<file path="src/rtl/bbox_tracker.sv">
`default_nettype none
// ============================================================================
// Module  : bbox_tracker
// Brief   : Streaming foreground bounding-box extractor for one raster frame.
//           Optional foreground pixel counter enabled by BBOX_FG_COUNT_EN.
// Revision: 1.0
// ============================================================================
module bbox_tracker #(
    parameter int WIDTH     = 100,
    parameter int HEIGHT    = 100,
    parameter int CHANNELS  = 3,
    parameter int THRESHOLD = 245,
    localparam int XW = $clog2(WIDTH),
    localparam int YW = $clog2(HEIGHT)
) (
    input  logic          CLOCK_50,
    input  logic          reset_n,
    input  logic          start,
    input  logic          s_valid,
    input  logic [7:0]    s_data,
    output logic          s_ready,
    output logic          busy,
    output logic          done,
    output logic          empty,
    output logic [XW-1:0] x_min,
    output logic [XW-1:0] x_max,
    output logic [YW-1:0] y_min,
    output logic [YW-1:0] y_max
`ifdef BBOX_FG_COUNT_EN
    ,
    output logic [XW+YW:0] fg_count
`endif
);

    localparam int              CW        = (CHANNELS > 1) ? $clog2(CHANNELS) : 1;
    localparam logic [1:0]      S_IDLE    = 2'd0;
    localparam logic [1:0]      S_SCAN    = 2'd1;
    localparam logic [1:0]      S_DONE    = 2'd2;
    localparam logic [CW-1:0]   C_CH_LAST = CW'(CHANNELS - 1);
    localparam logic [XW-1:0]   C_X_LAST  = XW'(WIDTH - 1);
    localparam logic [YW-1:0]   C_Y_LAST  = YW'(HEIGHT - 1);
    localparam logic [7:0]      C_THR     = 8'(THRESHOLD);

    logic [1:0]    state_q, state_d;
    logic [CW-1:0] ch_q, ch_d;
    logic [XW-1:0] x_q, x_d, x_min_q, x_min_d, x_max_q, x_max_d;
    logic [YW-1:0] y_q, y_d, y_min_q, y_min_d, y_max_q, y_max_d;
    logic          dark_q, dark_d, empty_q, empty_d;
`ifdef BBOX_FG_COUNT_EN
    logic [XW+YW:0] fg_count_q, fg_count_d;
`endif

    logic w_xfer, w_pix_dark, w_pix_end, w_last;

    // A sample presented alongside start is dropped: start re-arms the frame instead.
    assign w_xfer     = s_valid & s_ready & ~start;
    assign w_pix_dark = ((ch_q == '0) ? 1'b0 : dark_q) | (s_data < C_THR);
    assign w_pix_end  = (ch_q == C_CH_LAST);
    assign w_last     = w_xfer & w_pix_end & (x_q == C_X_LAST) & (y_q == '0);

    always_ff @(posedge CLOCK_50) begin
        if (!reset_n) begin
            state_q <= S_IDLE;
            ch_q    <= '0;
            x_q     <= '0;
            y_q     <= C_Y_LAST;
            dark_q  <= 1'b0;
            empty_q <= 1'b1;
            x_min_q <= C_X_LAST;
            x_max_q <= '0;
            y_min_q <= C_Y_LAST;
            y_max_q <= '0;
`ifdef BBOX_FG_COUNT_EN
            fg_count_q <= '0;
`endif
        end else begin
            state_q <= state_d;
            ch_q    <= ch_d;
            x_q     <= x_d;
            y_q     <= y_d;
            dark_q  <= dark_d;
            empty_q <= empty_d;
            x_min_q <= x_min_d;
            x_max_q <= x_max_d;
            y_min_q <= y_min_d;
            y_max_q <= y_max_d;
`ifdef BBOX_FG_COUNT_EN
            fg_count_q <= fg_count_d;
`endif
        end
    end

    always_comb begin
        state_d = state_q;
        if (start) begin
            state_d = S_SCAN;
        end else if (state_q == S_SCAN && w_last) begin
            state_d = S_DONE;
        end
    end

    always_comb begin
        ch_d    = ch_q;
        x_d     = x_q;
        y_d     = y_q;
        dark_d  = dark_q;
        empty_d = empty_q;
        x_min_d = x_min_q;
        x_max_d = x_max_q;
        y_min_d = y_min_q;
        y_max_d = y_max_q;
`ifdef BBOX_FG_COUNT_EN
        fg_count_d = fg_count_q;
`endif
        if (start) begin
            ch_d    = '0;
            x_d     = '0;
            y_d     = C_Y_LAST;
            dark_d  = 1'b0;
            empty_d = 1'b1;
            x_min_d = C_X_LAST;
            x_max_d = '0;
            y_min_d = C_Y_LAST;
            y_max_d = '0;
`ifdef BBOX_FG_COUNT_EN
            fg_count_d = '0;
`endif
        end else if (w_xfer) begin
            dark_d = w_pix_dark;
            if (w_pix_end) begin
                ch_d = '0;
                if (x_q == C_X_LAST) begin
                    x_d = '0;
                    y_d = y_q - 1'b1;
                end else begin
                    x_d = x_q + 1'b1;
                end
                if (w_pix_dark) begin
                    empty_d = 1'b0;
                    // First foreground pixel seeds the box; later ones widen it.
                    x_min_d = (empty_q || x_q < x_min_q) ? x_q : x_min_q;
                    x_max_d = (empty_q || x_q > x_max_q) ? x_q : x_max_q;
                    y_min_d = (empty_q || y_q < y_min_q) ? y_q : y_min_q;
                    y_max_d = (empty_q || y_q > y_max_q) ? y_q : y_max_q;
`ifdef BBOX_FG_COUNT_EN
                    if (fg_count_q != '1) begin
                        fg_count_d = fg_count_q + 1'b1;
                    end
`endif
                end
            end else begin
                ch_d = ch_q + 1'b1;
            end
        end
    end

    always_comb begin
        s_ready = (state_q == S_SCAN);
        busy    = (state_q == S_SCAN);
        done    = (state_q == S_DONE);
    end

    assign empty = empty_q;
    assign x_min = x_min_q;
    assign x_max = x_max_q;
    assign y_min = y_min_q;
    assign y_max = y_max_q;
`ifdef BBOX_FG_COUNT_EN
    assign fg_count = fg_count_q;
`endif

endmodule
`default_nettype wire

</file>
<file path="config.mk">
export PLATFORM = sky130hd
export DESIGN_NAME = bbox_tracker
export DESIGN_NICKNAME = d
export VERILOG_FILES = /design/src/rtl/bbox_tracker.sv
export SDC_FILE = /design/constraint.sdc
export NUM_CORES = 1
export LEC_CHECK = 0
export BUFFER_PORTS_ARGS = -buffer_cell sky130_fd_sc_hd__clkbuf_2
export CORE_UTILIZATION = 40
export CTS_BUF_LIST = sky130_fd_sc_hd__clkbuf_8
export DETAILED_ROUTE_END_ITERATION = 8
export HOLD_SLACK_MARGIN = 0.15
export PLACE_DENSITY_LB_ADDON = 0.25
export SYNTH_ARGS = -nofsm -noshare
export SYNTH_HDL_FRONTEND = slang
export SYNTH_SLANG_ARGS = --single-unit
</file>
<file path="constraint.sdc">
create_clock -name CLOCK_50 -period 4.4 [get_ports CLOCK_50]
set_input_delay 0.44 -clock CLOCK_50 [delete_from_list [all_inputs] [get_ports CLOCK_50]]
set_output_delay 0.44 -clock CLOCK_50 [all_outputs]
set_load 0.03 [all_outputs]
</file>
# ---- Word level (Yosys, flattened, before mapping)
# Index checks and enable logic that the tools add are counted.
dict set report op_classes {
  n_addsub 3
  magnitude_cmp 5
  eq_ne 4
  n_mux 5
  bitwise 8
  reduce_logical 16
}
# cell n
set op_table {}
lappend op_table {{$reduce_and A4 Y1} 4}
lappend op_table {{$gt A7 B7 Y1} 2}
lappend op_table {{$lt A7 B7 Y1} 2}
lappend op_table {{$lt A8 B8 Y1 const B} 1}
lappend op_table {{$add A7 B1 Y7 const B} 1}
lappend op_table {{$eq A7 B7 Y1 const B} 1}
lappend op_table {{$logic_not A7 Y1} 1}
lappend op_table {{$mux W7} 1}
lappend op_table {{$sub A7 B1 Y7 const B} 1}
lappend op_table {{$reduce_and A3 Y1} 2}
lappend op_table {{$and A1 B1 Y1} 5}
lappend op_table {{$eq A2 B2 Y1 const B} 2}
lappend op_table {{$logic_or A1 B1 Y1} 4}
lappend op_table {{$mux W1} 3}
lappend op_table {{$add A2 B1 Y2 const B} 1}
lappend op_table {{$eq A2 B1 Y1 const B} 1}
lappend op_table {{$logic_not A2 Y1} 1}
lappend op_table {{$mux W2} 1}
lappend op_table {{$not A1 Y1} 2}
lappend op_table {{$reduce_and A2 Y1} 1}
lappend op_table {{$reduce_bool A2 Y1} 1}
lappend op_table {{$reduce_or A2 Y1} 1}
lappend op_table {{$logic_and A1 B1 Y1} 1}
lappend op_table {{$or A1 B1 Y1} 1}
dict set report word_totals {
  ff_bits 48
  input_bits 12
  word_cells 52
}

# ---- Depth between registers and ports, before layout
# Gate-level depths: netlist of run 1.
dict set report depth {
  ltp_word 9
  mapped_depth 8
}

# ---- Least setup slack after synthesis of run 1
# No wires, ideal clock.
dict set report synth_timing {
  kind {reg2reg}
  from {reg y_max_q[1] (netlist: y_max[1])}
  to {reg y_max_q[2] (netlist: y_max[2])}
  arrival_ns 1.966
  setup_slack_ns 2.362
  stages_incl_launch_ff 8
  path_buffers 0
  cell_sequence {dfxtp_1 > inv_1 > ha_1 > nor2b_1 > o21ai_0 > a21oi_1 > o311ai_2 > mux2i_1}
}
dict set report synth_via {
  elab_chain_len 3
}
# item line_no
set synth_lines {}
lappend synth_lines {{from (decl)} 47} ;# logic [YW-1:0] y_q, y_d, y_min_q, y_min_d, y_max_q, y_max_d;
lappend synth_lines {{from (signal assigned)} 86} ;# y_max_q <= y_max_d;
lappend synth_lines {{$gt A7 B7 Y1} 144} ;# y_max_d = (empty_q || y_q > y_max_q) ? y_q : y_max_q;
lappend synth_lines {{$logic_or A1 B1 Y1} 144}
lappend synth_lines {{$reduce_and A4 Y1 (no line)} --}
# Every way passes these cells.
# A chain may end at the register's enable or synchronous reset.

# ---- Worst setup path after layout of run 1
dict set report layout_timing {
  from {reg y_q[1]}
  to {reg y_max_q[6] (netlist: y_max[6])}
}
dict set report layout_via {
  elab_chain_len 3
}
# item line_no
set layout_lines {}
lappend layout_lines {{from (decl)} 47}
lappend layout_lines {{from (signal assigned)} 80} ;# y_q <= y_d;
lappend layout_lines {{$gt A7 B7 Y1} 144}
lappend layout_lines {{$logic_or A1 B1 Y1} 144}
lappend layout_lines {{$reduce_and A4 Y1 (no line)} --}
# Every way passes these cells.

==> metrics.md, run 1 <==
| Metric | Value |
|---|---|
| Synth Instances | 320 |
| Clock transition at path regs | approximately 90 ps |
| Min Tclk post-route | between 2000 and 2500 ps |
| Total CTS buffers | 5 |
| Post-CTS Hold Fix Bufs | 0 |
| Slew HR | a little under three fifths |
| Die footprint | 7120 µm² |
| WP data required | between 4000 and 5000 ps |
| Peak supply drop | 135 µV |
| Crit end category | flip-flop |
| H-tree depth | 2 |
| Worst clock skew | 6.18 ps |
| Fraction of registers with async set/reset | 0% |
| R2R cell count | 6 |
| Clk_lat worst skew | around 300 ps |
| Vias in the first global route | approximately 2000 |
| Total track usage | between 10% and 20% |
| Synthesized Nets | about 360 |
| Max Freq | approximately 470 MHz |
| Top_reg_cell synth | dfxtp_1 |
| Critical Path Max Stage Delay | between 600 and 700 ps |
| Synth cell types | 42 |
| Chip width | roughly 84 µm |
| Drt total wl | between 5000 and 6000 µm |
| Status | complete, but fails checks |
| Effective utilization at floorplan | 42.0% |
| Largest net degree at the start of global routing | 48 |
| Failing checks | design-rule violations |
| Root Driver | clkbuf_8 |
| Crit path max fanout | 7 |
| CTS Sinks | 48 |
| Core footprint | between 6000 and 7000 µm² |
| Mapped Area | approximately 2700 µm² |
| Critical R2R Launch | y_q[1]$_SDFFE_PP1N_ |
| Post-synth top area share | between 30% and 40% |
| # rows | 29 |
| DRC | 4 |
| CTS tree | built |
| Drt via density | around 5.0 |
| Placed instance area | 2970 µm² |
| Post-synthesis register bit count | 48 |
| Max Buffers Root-to-Sink | 2 |
| IO buf count | 43 |
| Number of diodes | 0 |
| HP Class | in2reg |
| Routed length per placed instance | 12.3 µm |
| Iter 0 DRT Violations | 125 |
| Pwr per Cell Area | 234 nW/µm² |
| Leakage | between 1 and 1.5 nW |
| Die H | ~84 µm |
| Detail Placement HPWL | around 4100 µm |
| Share of layout cells above drive strength 1 | 15.4% |
| Period Utilization, post-route | 48.4% |
| Setup crit start kind | flip-flop |
| Pre-Repair DR Iteration Count | 6 |
| Slowest CP cell | o311ai_2 |
| RSZ-0062 raised after global routing | no |
| Antenna violations before repair | 0 |
| Sink of the worst hold path | state_q[0]$_SDFFE_PN0P_ |
| Worst setup path class | reg2reg |
| Commonest non-fill, non-tap cell in the layout | nand2_1 |
| First-pass GRT wire length | approximately 9300 µm |
| CP Data Arrival Time | roughly 2400 ps |
| R2R Path End | y_max[6]$_SDFFE_PP0P_ |
| Layout area overhead | 12.4% |
| Fin Setup TNS | 0 ps |
| Finished Cell Area | around 3100 µm² |
| Synth area leaders | dfxtp_1, ha_1, mux2i_1 |
| # nets final | approximately 400 |
| Worst Tran Pin Value | between 600 and 700 ps |
| Post-synth EDFFs | 0 |
| Pins Over Slew Limit | 0 |
| Ys Warns | 0 |
| CP top delay family | compound AO/OA/AOI/OAI gates |
| Hold Crit Depth | 2 |
| Avg Cell Area, Syn | about 8.5 µm² |
| Final ANT Viol Nets | 0 |
| GR Overflow Total | 0 |
| Sequential area share after synthesis | 35.4% |
| Setup Buffers After CTS | 0 |
| HP Start | reset_n |
| Worst-path cell chain | ha_1 > nor2b_1 > o21ai_0 > a21oi_1 > o311ai_2 > mux2i_1 |
| Yosys top cell by area | dfxtp_1 |
| Setup violators final | 0 |
| Most frequent cells in the layout | nand2_1, dfxtp_1, clkbuf_2 |
| WP buf/inv | 0 |
| I/O pin total | 44 |
| Final hold vios | 0 |
| R2R Setup Slk | 2270 ps |
| Post-CTS Resized | 0 |
| GP Congestion | 0.847 |
| Max-cap violations | 0 |
| Total vias in the final route | between 2000 and 2500 |
-- registers in the layout, indices dropped and copies added (netlist names) --
| signal | flops |
|---|---|
| y_max | 7 |
| y_q | 7 |
| y_min | 7 |
| dark_q | 1 |
| state_q | 2 |
| x_min | 7 |
| empty | 1 |
| x_q | 7 |
| x_max | 7 |
| ch_q | 2 |
-- layer usage --
metal  part of all wire, %  wire (µm)  vias to the layer above  track usage (%)
met5                     0          0                        -                0
met4                   1.3         68                        0             5.55
met3                   4.2        225                        5             3.74
met2                    44       2330                       43             25.6
met1                    51       2710                      987             22.1
li1                      -          -                     1161                -
-- cell type report --
| class | instances | area [µm²] |
|---|---|---|
| fill | 655 | 3410 |
| clock inverter | 2 | 8.76 |
| tap | 77 | 96.3 |
| multi-input combinational | 224 | 1560 |
| timing repair buffer | 44 | 223 |
| sequential | 48 | 961 |
| clock buffer | 5 | 68.8 |
| inverter | 35 | 131 |
-- per-stage QoR --
step           total power [W]  setup slack [ps]  cells  hold slack, ps  utilization (%)
2_1_floorplan         0.000464              2360    320             454                -
3_3_place_gp          0.000472              2260    428             458             46.0
3_5_place_dp          0.000472              2210    428             471             46.0
4_1_cts               0.000723              2270    435             360             47.2
5_1_grt               0.000743              2050    435             371             47.2
6_report              0.000714              2270    435             364             47.2
-- where the power goes --
group	internal [W]	total (W)	switching [W]	leakage, nW
combinational	0.00000920	0.0000261	0.0000169	0.867
clock	0.000106	0.000252	0.000146	0.0452
sequential	0.000435	0.000436	0.000000816	0.387
total	0.000550	0.000714	0.000163	1.30
-- worst max path at each step --
| stage | cells after the start | endpoint | start |
|---|---|---|---|
| global placement | 5 | x_max[1]$_SDFFE_PP0P_ | start |
| CTS | 6 | y_max[6]$_SDFFE_PP0P_ | y_q[1]$_SDFFE_PP1N_ |
| detailed placement | 5 | x_max[4]$_SDFFE_PP0P_ | start |
| finish | 6 | y_max[6]$_SDFFE_PP0P_ | y_q[1]$_SDFFE_PP1N_ |
| global route | 6 | y_max[3]$_SDFFE_PP0P_ | y_q[1]$_SDFFE_PP1N_ |
| floorplan | 7 | y_max[2]$_SDFFE_PP0P_ | y_max[1]$_SDFFE_PP0P_ |
-- cell usage after synthesis (5+ instances only) --
| cell | count |
|---|---|
| o211ai_1 | 13 |
| inv_1 | 35 |
| xnor2_1 | 10 |
| clkbuf_1 | 7 |
| nor2b_1 | 6 |
| nor2_1 | 20 |
| dfxtp_1 | 48 |
| nand2_1 | 55 |
| o21a_1 | 5 |
| mux2i_1 | 22 |
| o21ai_0 | 9 |
| ha_1 | 29 |
| a21oi_1 | 15 |
-- kinds of logic (layout without fill, tap and decap cells) --
kind of cell	after synthesis	in the layout	share of synthesized area, %
mux	22	22	8.11
compound gates	50	50	12.4
fa+ha+maj	29	29	13.4
simple gates	111	111	19.6
xor+xnor	12	12	3.87
buf+inv	48	86	7.19
flops	48	48	35.4
-- worst reg2reg max path: cells and delay by family, from the launching register on --
family | cells | cell delay, ps
simple gates | 1 | 130
mux | 1 | 250
flops | 1 | 500
fa+ha+maj | 1 | 300
compound gates | 3 | 900
Power figures use the tool's default switching activity.
==> run 2: changes to the inputs <==
- ABC_AREA: unset -> 1
- clock period: 4.4 -> 2.16 ns (I/O delays scaled with it)
==> metrics.md, run 2 <==
| Metric | Value |
|---|---|
| WP buf/inv | 1 |
| Largest family of logic cells by synthesized area | simple AND/OR/NAND/NOR gates |
| Pre-Repair DR Iteration Count | 4 |
| Post-CTS Resized | 0 |
| Synthesized Nets | 456 |
| CP top delay family | simple AND/OR/NAND/NOR gates |
| Crit end category | flip-flop |
| Clock share of power | roughly 40% |
| Mux contribution to synthesized area | 0% |
| Fraction of registers with async set/reset | 0% |
| Comb pwr share | under 10% |
| Antenna violations before repair | 0 |
| Share of layout cells above drive strength 1 | between 10% and 20% |
| Peak supply drop | ~240 µV |
| Ys Warns | 0 |
| Critical R2R Launch | y_q[6]$_SDFFE_PP1N_ |
| First-pass GRT wire length | 11100 µm |
| Post-synthesis register bit count | 48 |
| CTS tree | built |
| Avg Cell Area, Syn | around 6.9 µm² |
| Hold Crit Depth | 3 |
| Status | completed |
| Slowest CP cell | dfxtp_1 |
| H-tree depth | 2 |
| Internal power | about 0.0012 W |
| Post-CTS Hold Fix Bufs | 1 |
| RSZ-0062 raised after global routing | no |
| Levels on crit path | 9 |
| Sw frac | ~22% |
| Crit path max fanout | 14 |
| Worst clock skew | roughly 12 ps |
| GP Congestion | 0.868 |
| Filler cell count in the final layout | a little over 700 |
| Total track usage | roughly a fifth |
| Switch Pwr | 0.000344 W |
| Setup crit start kind | flip-flop |
| Largest net degree at the start of global routing | 24 |
| Die footprint | 7550 µm² |
| Chip width | 86.9 µm |
| Post-synth EDFFs | 0 |
| Total CTS buffers | 5 |
| Post-synthesis simple-gate area fraction | between 30% and 40% |
| Detail Placement HPWL | 4770 µm |
| CP Data Arrival Time | roughly 2000 ps |
| Placed instance area | around 3200 µm² |
| Pins Over Slew Limit | 0 |
| Max-cap violations | 0 |
| Top cells by count, synth | nand2_1, inv_1, dfxtp_1, nand3_1, nor2_1 |
| Top_reg_cell synth | dfxtp_1 |
| Sequential area share after synthesis | approximately a third |
| Multi-input logic area | ~1600 µm² |
| Final ANT Viol Nets | 0 |
| Clk_lat worst skew | about 300 ps |
| Max Freq | about 550 MHz |
| Post-synthesis adder-cell area fraction | 12.6% |
| WP data required | around 2400 ps |
| Total vias in the final route | approximately 2700 |
| Synth area leaders | dfxtp_1, nand2_1, ha_1 |
| Final hold vios | 0 |
| Post-synth top area share | between 30% and 40% |
| Vias in the first global route | approximately 2400 |
| XOR/XNOR Fraction of Synth Area | around 1.2% |
| Slew HR | between 60 and 70% |
| HP Start | start |
| Iter 0 DRT Violations | ~100 |
| Effective utilization at floorplan | between 40% and 50% |
| Commonest non-fill, non-tap cell in the layout | nand2_1 |
| I/O pin total | 44 |
| Setup violators final | 0 |
| Mapped Area | slightly below 3000 µm² |
| Synth Area in Compound Gates | 9.67% |
| Leakage | approximately 1.5 nW |
| Fin Setup TNS | 0 ps |
| IO buf count | 43 |
| Number of diodes | 0 |
| Min Tclk post-route | 1830 ps |
| Die H | ~87 µm |
| Crit path launch | y_q[6]$_SDFFE_PP1N_ |
| Reg area | 961 µm² |
| Most frequent cells in the layout | nand2_1, inv_1, dfxtp_1 |
| Critical Path Max Stage Delay | 460 ps |
| Synth cell types | 27 |
| # nets final | between 400 and 500 |
| CTS Sinks | 48 |
| Core footprint | slightly below 7000 µm² |
| Worst setup path class | reg2reg |
| R2R cell count | 9 |
| Clock transition at path regs | around 90 ps |
| Worst Tran Pin Value | 473 ps |
| Seq pwr share | between 50% and 60% |
| Setup Buffers After CTS | 0 |
| Top-count cell post-synth | nand2_1 |
| Root Driver | clkbuf_8 |
| Period Utilization, post-route | 84.8% |
| Finished Cell Area | about 3300 µm² |
| Layout area overhead | 13.9% |
| Worst-path cell chain | ha_1 > nand2_1 > inv_1 > a21oi_1 > nand2_1 > nand2_1 > nand2_1 > a21oi_1 > nor2_1 |
| Pwr per Cell Area | roughly 480 nW/µm² |
| HP Class | in2reg |
| Synth Instances | around 420 |
| DRC | 0 |
| Yosys top cell by area | dfxtp_1 |
| Routed length per placed instance | 11.6 µm |
| Max Buffers Root-to-Sink | 2 |
| Drt total wl | around 6400 µm |
| # rows | 30 |
| Drt via density | between 4 and 5 |
| Crit path top cell by count | nand2_1 |
| GR Overflow Total | 0 |
[run 2: changes by cell type after synthesis, moves of 22 or more]
cell,previous run,this run
nand3_1,2,47
mux2i_1,22,0
inv_1,35,57
nand2_1,55,99
nor2_1,20,44
a21oi_1,15,40
[run 2: worst min-delay path, cell delays in order]
cell and delay (ps):
clkbuf_2 90, inv_1 100, a21oi_1 70
[run 2: worst paths after layout]
| kind | end | slack [ps] |
|---|---|---|
| hold reg to reg | y_q[0]$_SDFFE_PP1N_ | 490 |
| hold / removal | state_q[0]$_SDFFE_PN0P_ | 230 |
| setup / recovery | y_max[2]$_SDFFE_PP0P_ | 330 |
| setup reg to reg | y_max[2]$_SDFFE_PP0P_ | 330 |
[run 2: final cells by class]
| type | count | area share, % |
|---|---|---|
| clock inverters | 3 | 1.18 |
| repair buffers | 48 | 8.15 |
| flip-flops and latches | 48 | 29.2 |
| inverters | 61 | 7.12 |
| well taps | 96 | 3.66 |
| multi-input cells | 292 | 48.6 |
| clock buffers | 5 | 2.09 |
[run 2: power by group through the flow]
stage                     Combinational [W]  Sequential (W)  Clock, W
after floorplan                   0.0000428        0.000908         0
after global placement            0.0000626        0.000908         0
after detailed placement          0.0000638        0.000908         0
after CTS                         0.0000653        0.000888  0.000660
after global routing              0.0000722        0.000888  0.000698
final                             0.0000641        0.000887  0.000641
[run 2: cell families (layout without fill, tap and decap cells)]
family / count (synthesis) / in the layout
and+or+nand+nor: 206 / 206
buffers and inverters: 75 / 117
AOI/OAI and AO/OA: 53 / 53
xor gates and xnor gates: 4 / 4
adders and majority gates: 29 / 29
DFF: 48 / 48
[run 2: metrics by stage]
| step | hold slack (ps) | power, W | worst slack, ps | instances | utilization, % |
|---|---|---|---|---|---|
| 3_3_place_gp | 459 | 0.000971 | 404 | 544 | 46.1 |
| 4_1_cts | 228 | 0.00161 | 351 | 553 | 47.8 |
| 2_1_floorplan | 348 | 0.000951 | 326 | 415 | - |
| 3_5_place_dp | 464 | 0.000972 | 372 | 544 | 46.1 |
| 5_1_grt | 233 | 0.00166 | 109 | 553 | 47.8 |
| 6_report | 234 | 0.00159 | 329 | 553 | 47.8 |
[run 2: metal layers]
metal  global-route usage, %  wire, µm  up-vias  share of wire (%)
met5                       0         0        -                  0
met4                    5.61        57        0               0.89
met3                    3.51       320        5                5.0
met2                    29.7      2810       70                 44
met1                    25.5      3240     1185                 50
li1                        -         -     1414                  -
==> run 3: changes to the inputs <==
- clock period: 2.16 -> 1.6 ns (I/O delays scaled with it)
==> metrics.md, run 3 (synthesis results as in run 2) <==
| Metric | Value |
|---|---|
| Max Freq | ~650 MHz |
| CTS Sinks | 48 |
| Hold WS | 161 ps |
| Worst slack, placed | -47.7 ps |
| First-pass GRT wire length | approximately 11000 µm |
| CTS tree | built |
| Worst-path cell chain | buf_4 > inv_1 > nor3_2 > nand2_1 > nor2_4 > buf_4 > nand2_1 > a21oi_1 |
| Most frequent cells in the layout | nand2_1, inv_1, nand3_1, clkbuf_2, buf_4 |
| Number of diodes | 0 |
| Layout area overhead | 40.8% |
| Detail Placement HPWL | approximately 5300 µm |
| Effective utilization at floorplan | between 40% and 50% |
| H-tree depth | 2 |
| Worst clock skew | between 8 and 9 ps |
| Vias in the first global route | approximately 2600 |
| Core footprint | ~6900 µm² |
| Routed length per placed instance | approximately 12 µm |
| Final hold vios | 0 |
| # nets final | roughly 540 |
| Drt via density | ~4.9 |
| Slowest CP cell | dfxtp_4 |
| IO buf count | 43 |
| CP Data Arrival Time | 1760 ps |
| Setup crit start kind | flip-flop |
| Critical Path Max Stage Delay | 410 ps |
| Crit end category | flip-flop |
| Root Driver | clkbuf_8 |
| Fin Setup TNS | 0 ps |
| Crit path max fanout | 6 |
| WP buf/inv | 3 |
| Setup violators final | 0 |
| CP top delay family | simple AND/OR/NAND/NOR gates |
| WP data required | approximately 1800 ps |
| I/O pin total | 44 |
| Placed insts | roughly 580 |
| GR Overflow Total | 0 |
| RSZ-0062 raised after global routing | yes |
| Pins Over Slew Limit | 0 |
| Share of layout cells above drive strength 1 | between 40 and 50% |
| Total vias in the final route | slightly below 3000 |
| Period Utilization, post-route | a little over nine tenths |
| Setup ws final | 67.2 ps |
| Clk_lat worst skew | ~300 ps |
| Final non-filler cell total | 599 |
| Min Tclk post-route | approximately 1500 ps |
| Total CTS buffers | 5 |
| Final ANT Viol Nets | 0 |
| Chip width | 86.9 µm |
| Status | completed |
| Clock transition at path regs | around 90 ps |
| Slew HR | a little under three quarters |
| Die footprint | roughly 7600 µm² |
| Max-cap violations | 0 |
| HP Class | in2reg |
| Pwr per Cell Area | roughly 530 nW/µm² |
| Die H | 86.9 µm |
| Worst setup path class | reg2reg |
| Commonest non-fill, non-tap cell in the layout | nand2_1 |
| Peak supply drop | ~280 µV |
| Filler cell count in the final layout | ~630 |
| Leakage | roughly 1.8 nW |
| Max Buffers Root-to-Sink | 2 |
| # rows | 30 |
| Total track usage | a little under a fifth |
| Largest net degree at the start of global routing | 15 |
| Antenna violations before repair | 0 |
| Pre-Repair DR Iteration Count | 4 |
| Design Power | between 0.002 and 0.0025 W |
| Worst Tran Pin Value | around 430 ps |
| Drt total wl | about 7300 µm |
| GP Congestion | approximately 0.96 |
| DRC | 0 |
| Iter 0 DRT Violations | roughly 160 |
## run 3: cell count changes in the layout (fill, tap and decap cells not counted), moves of 9 or more
| cell | delta |
|---|---|
| buf_4 | +40 |
| dfxtp_1 | -34 |
| dfxtp_2 | +20 |
| nand2_1 | -16 |
| dfxtp_4 | +14 |
| ha_1 | -14 |
| ha_4 | +14 |
| a21oi_1 | -13 |
| a21oi_2 | +13 |
| inv_2 | +10 |
| nand2_2 | +10 |
| inv_1 | -9 |
## run 3: stage by stage
stage,utilization (%),cell area [µm²]
global placement,50.7,3480
global route,59.1,4060
floorplan,-,2950
detailed placement,50.7,3480
finish,59.1,4060
CTS,52.6,3610
## run 3: final cells by class
class	instances	area [µm²]	area share, %
Inverter	61	234	5.76
Multi-Input combinational cell	292	1930	47.6
Tap cell	96	120	2.96
Timing Repair Buffer	94	627	15.4
Sequential cell	48	1040	25.6
Clock buffer	5	68.8	1.69
Clock inverter	3	37.5	0.925
## run 3: per-layer routing
layer	part of all wire [%]	GRT usage, %	up-vias
met5	0	0	-
met4	1.4	4.85	0
met3	3.2	3.41	10
met2	48	32.1	57
met1	47	25.2	1379
li1	-	-	1505
## run 3: power by group
part / switching, W / total, W / internal, W
combinational: 0.0000556 / 0.0000887 / 0.0000331
clock: 0.000424 / 0.000880 / 0.000456
sequential: 0.00000202 / 0.00117 / 0.00117
## run 3: worst paths after layout
path | startpoint | endpoint | slack, ps | depth (start not counted)
worst max-delay path | x_q[6]$_SDFFE_PP0N_ | y_q[4]$_SDFFE_PP0N_ | 70 | 8
worst min-delay path | start | state_q[0]$_SDFFE_PN0P_ | 160 | 3
worst max register to register | x_q[6]$_SDFFE_PP0N_ | y_q[4]$_SDFFE_PP0N_ | 70 | 8
worst min register to register | x_min[1]$_SDFFE_PP1P_ | x_min[1]$_SDFFE_PP1P_ | 480 | 2
## run 3: worst reg2reg max path: cells and delay by family, from the launching register on
| family | cells | cell delay, ps |
|---|---|---|
| AOI/OAI and AO/OA | 1 | 150 |
| DFF | 1 | 410 |
| and+or+nand+nor | 4 | 520 |
| buffers and inverters | 3 | 380 |
## run 3: what timing repair did
action / in CTS / in global routing
hold buffers: 1 / 0
gates resized for setup: 6 / 88
gates cloned: 0 / 0
pin swaps: 1 / 42
hold endpoints to repair: 1 / 0
setup buffers: 0 / 9
endpoints found under the setup margin: 27 / 34
